$ cat config.mk
export PLATFORM = sky130hd
export DESIGN_NAME = id_token_stats
export DESIGN_NICKNAME = d
export VERILOG_FILES = /design/src/rtl/id_token_stats.sv
export SDC_FILE = /design/constraint.sdc
export NUM_CORES = 1
export LEC_CHECK = 0
export BUFFER_PORTS_ARGS = -buffer_cell sky130_fd_sc_hd__buf_2
export CAP_MARGIN = 30
export CORE_MARGIN = 2
export CORE_UTILIZATION = 58
export CTS_BUF_LIST = sky130_fd_sc_hd__clkbuf_8 sky130_fd_sc_hd__clkbuf_16
export DETAILED_ROUTE_END_ITERATION = 16
export HOLD_SLACK_MARGIN = 0.03
export PLACE_DENSITY_LB_ADDON = 0.12
export SETUP_SLACK_MARGIN = 0.15
export SLEW_MARGIN = 10
export SYNTH_ARGS = -nofsm -noshare
export SYNTH_HDL_FRONTEND = slang
export SYNTH_SLANG_ARGS = --single-unit
$ cat constraint.sdc
create_clock -name clk -period 4.7 [get_ports clk]
set_clock_uncertainty 0.15 [all_clocks]
set_input_delay 0.47 -clock clk [delete_from_list [all_inputs] [get_ports clk]]
set_output_delay 0.47 -clock clk [all_outputs]
set_load 0.01 [all_outputs]
$ cat src/rtl/id_token_stats.sv
// Digit-run statistics for identifier tokens: measures each run of match=1
// samples, pulses on run completion and keeps count / longest-run statistics.
module id_token_stats #(
    parameter int unsigned LEN_W = 8,
    parameter int unsigned CNT_W = 16
) (
    input  logic             clk,
    input  logic             rst_n,
    input  logic             en,
    input  logic             match,
    input  logic             clr,
    output logic             tok_done,
    output logic [LEN_W-1:0] tok_len,
    output logic [CNT_W-1:0] tok_count,
    output logic [LEN_W-1:0] max_len,
    output logic             cnt_sat,
    output logic             busy
);

    localparam logic [0:0] S_IDLE = 1'b0;
    localparam logic [0:0] S_RUN  = 1'b1;

    localparam logic [LEN_W-1:0] LEN_MAX = '1;
    localparam logic [CNT_W-1:0] CNT_MAX = '1;

    logic [0:0]       r_state;
    logic [LEN_W-1:0] r_run;
    logic             r_tok_done;
    logic [LEN_W-1:0] r_tok_len;
    logic [CNT_W-1:0] r_tok_count;
    logic [LEN_W-1:0] r_max_len;
    logic             r_cnt_sat;

    always_ff @(posedge clk) begin
        if (!rst_n || clr) begin
            r_state     <= S_IDLE;
            r_run       <= '0;
            r_tok_done  <= 1'b0;
            r_tok_len   <= '0;
            r_tok_count <= '0;
            r_max_len   <= '0;
            r_cnt_sat   <= 1'b0;
        end else begin
            r_tok_done <= 1'b0;
            // match is ignored entirely while en=0, so an X there cannot leak into state
            if (en) begin
                case (r_state)
                    S_IDLE: begin
                        if (match) begin
                            r_state <= S_RUN;
                            r_run   <= LEN_W'(1);
                        end
                    end
                    S_RUN: begin
                        if (match) begin
                            if (r_run != LEN_MAX)
                                r_run <= r_run + LEN_W'(1);
                        end else begin
                            r_state    <= S_IDLE;
                            r_tok_done <= 1'b1;
                            r_tok_len  <= r_run;
                            if (r_run > r_max_len)
                                r_max_len <= r_run;
                            if (r_tok_count != CNT_MAX) begin
                                r_tok_count <= r_tok_count + CNT_W'(1);
                                if (r_tok_count == CNT_MAX - CNT_W'(1))
                                    r_cnt_sat <= 1'b1;
                            end
                        end
                    end
                    default: r_state <= S_IDLE;
                endcase
            end
        end
    end

    assign tok_done  = r_tok_done;
    assign tok_len   = r_tok_len;
    assign tok_count = r_tok_count;
    assign max_len   = r_max_len;
    assign cnt_sat   = r_cnt_sat;
    assign busy      = (r_state == S_RUN);

endmodule

==> out/metrics.csv <==
metric,value,unit
outcome,"finished, final reports clean",
clock_power_share,0.364,
drtIter0Drc,111,
seqPwrFrac,0.610,
drive_gt1_frac,0.172,
cts.htree.levels,2,
timing.rr.end,max_len[3],
wl,4300,microns
internal-power,0.469,mW
vias,1860,
worstSkewPairLatency,0.29,ns
regToRegSetupSlack,2.28,ns
synthAdderAreaFrac,0.0665,
final_nets,306,
cts_buffers,5,
end_kind,flop,
synth_xor_area_frac,0.0719,
finalNonFillerCells,337,
tns,0,ns
final_cell_mix,"43 x dfxtp_1, 39 x buf_2, 29 x nand2_1",
holdPathEnd,tok_len[4],
grt_pass1_wl,7260,microns
netlist_instances,253,
io_pins,40,
power_frac_comb,0.025,
rr_worst_depth,6,
slew_headroom,0.465,
yosys.area_share.simple,0.276,
syn_area,2070,sq um
worstMarginPinSlew,0.795,ns
path_delay_family,compound AO/OA/AOI/OAI gates,
dp_slack,2.31,ns
clk_path_buf_depth,2,
synth_top_family_by_area,simple AND/OR/NAND/NOR gates,
worst-path-max-fanout,8,
p_per_area,253,nW/um^2
hpwl,3140,microns
synthMuxAreaShare,0.00483,
fin_ws,2.28,ns
yosys_warnings,0,
die_x,63.8,microns
syn2layout_area_growth,14.6,%
start_util,0.611,
routedWlPerCell,12.7,microns
dpl.cell_count,329,
dieHeight,63.8,microns
cp.buffers_inverters,0,
rsz0062_at_grt,no,
synth_compound_area_frac,0.124,
cts_root_buffer,clkbuf_8,
ir_drop,0.194,mV
die-area,4060,sq um
synth.avg_cell_area,8.18,sq um
place_congestion,0.896,
grt_max_degree,35,
final_core_util,0.700,
switchingPower,0.130,mW
vias_per_cell,5.52,
antenna_found_initial,0,
rows,21,
critPathRequiredTime,4.78,ns
drc,0,
track_usage,0.224,
antennaDiodeCount,0,
whs_path_depth,2,
worstHoldPathType,reg2reg,
multi_input_area,1130,sq um
layout_min_cycle_time,2.42,ns
switching_share,0.217,
startpoint_type,flop,
fmax,0.414,GHz
yosysUniqueCellTypes,39,
path_clk_slew,0.07,ns
worstHoldStart,tok_len[4],
cts_setup_buffers,0,
cts.sinks,43,
seq_area_frac_synth,0.416,
cts_resized,0,
p_leak,0.928,nW
overflow,0,
slew_viol_final,0,
period_share,0.514,
port_buffers,39,
coreArea,3390,sq um
crit_arrival,2.49,ns
final_hold_viol_count,0,
critPathMaxStageDelay,0.74,ns
cts_tree,yes,
ctsHoldBuffers,0,
first_pass_iters,5,
ant_nets,0,
crit_chain,ha_1 -> a21oi_1 -> o21ai_0 -> o31ai_1 -> o21ai_0 -> a21oi_1,
register_area,861,sq um
yosys_register_bits,43,
cap_violations,0,
final_common_cell,dfxtp_1,
fillers,296,
critical_path_class,reg2reg,
crit_slowest_cell,o31ai_1,
grt_pass1_vias,1622,
syn-num-nets,269,
setup_viol,0,
reg2reg_from,r_run[5],
-- power groups by stage --
stage | Combinational, mW | Sequential (mW) | Clock (mW)
3_3_place_gp | 0.0152 | 0.374 | 0
5_1_grt | 0.0172 | 0.366 | 0.241
3_5_place_dp | 0.0152 | 0.375 | 0
4_1_cts | 0.0153 | 0.366 | 0.223
6_report | 0.0152 | 0.366 | 0.218
2_1_floorplan | 0.00996 | 0.374 | 0
-- how the worst max path moves through the flow --
stage	startpoint	end	slack, ns	cells past startpoint
3_5_place_dp	match	tok_count[15]	2.31	6
6_report	r_run[5]	max_len[3]	2.28	6
5_1_grt	r_run[5]	max_len[2]	2.00	6
4_1_cts	r_run[5]	max_len[3]	2.30	6
3_3_place_gp	match	tok_count[15]	2.34	6
2_1_floorplan	max_len[7]	max_len[0]	2.71	7
-- routing by layer --
| layer | vias to the layer above | share of wire | global-route usage |
|---|---|---|---|
| met3 | 7 | 0.029 | 0.0440 |
| met4 | 0 | 0.014 | 0.106 |
| li1 | 955 | - | - |
| met1 | 867 | 0.44 | 0.261 |
| met2 | 31 | 0.51 | 0.392 |
| met5 | - | 0 | 0 |
-- cells in the mapped netlist (all sizes together) --
| library cell | number | share of area |
|---|---|---|
| a21o | 1 | 0.0036 |
| a21oi | 25 | 0.060 |
| a311oi | 1 | 0.0042 |
| a31oi | 1 | 0.0030 |
| a41oi | 2 | 0.012 |
| and3 | 4 | 0.012 |
| and3b | 1 | 0.0042 |
| and4 | 3 | 0.015 |
| buf | 2 | 0.0042 |
| clkbuf | 8 | 0.015 |
| dfxtp | 43 | 0.42 |
| ha | 11 | 0.066 |
| inv | 12 | 0.022 |
| mux2i | 1 | 0.0048 |
| nand2 | 30 | 0.056 |
| nand2b | 4 | 0.012 |
| nand3 | 14 | 0.034 |
| nand3b | 1 | 0.0036 |
| nand4 | 10 | 0.030 |
| nand4b | 1 | 0.0042 |
| nor2 | 28 | 0.051 |
| nor2b | 3 | 0.0091 |
| nor3 | 5 | 0.012 |
| nor3b | 1 | 0.0036 |
| nor4 | 6 | 0.018 |
| nor4b | 1 | 0.0042 |
| o21ai | 12 | 0.029 |
| o31a | 2 | 0.0085 |
| o31ai | 1 | 0.0036 |
| or3 | 1 | 0.0030 |
| or4b | 1 | 0.0048 |
| xnor2 | 9 | 0.038 |
| xor2 | 8 | 0.034 |
-- metrics by stage --
| stage | cell area, sq um | hold slack (ns) | power, mW |
|---|---|---|---|
| final | 2370 | 0.303 | 0.599 |
| after detailed placement | 2290 | 0.297 | 0.390 |
| after global routing | 2370 | 0.332 | 0.625 |
| after global placement | 2290 | 0.295 | 0.390 |
| after CTS | 2370 | 0.308 | 0.604 |
| after floorplan | 2070 | 0.330 | 0.384 |
-- kinds of logic (layout without fill, tap and decap cells) --
family | count (synthesis) | in the layout
buffers and inverters | 22 | 60
AND/OR/NAND/NOR | 114 | 114
XOR/XNOR | 17 | 17
AO/OA/AOI/OAI | 45 | 45
multiplexers | 1 | 1
adder cells (fa/ha/maj) | 11 | 11
flip-flops | 43 | 43
-- state kept, by name (all words and copies together), names as in the netlist --
name       cells
tok_len        8
max_len        8
tok_count     16
busy           1
cnt_sat        1
tok_done       1
r_run          8
-- worst register-to-register path, stage by stage (launching register included) --
cell and delay [ns]:
dfxtp_1 0.48, ha_1 0.31, a21oi_1 0.16, o21ai_0 0.17, o31ai_1 0.74, o21ai_0 0.17, a21oi_1 0.16
-- layout make-up --
class                           count  area share
Multi-Input combinational cell    188       0.474
Clock inverter                      3     0.00527
Clock buffer                        5      0.0290
Sequential cell                    43       0.363
Tap cell                           46      0.0242
Timing Repair Buffer               40      0.0854
Inverter                           12      0.0190
(Power assumes the default switching activity.)
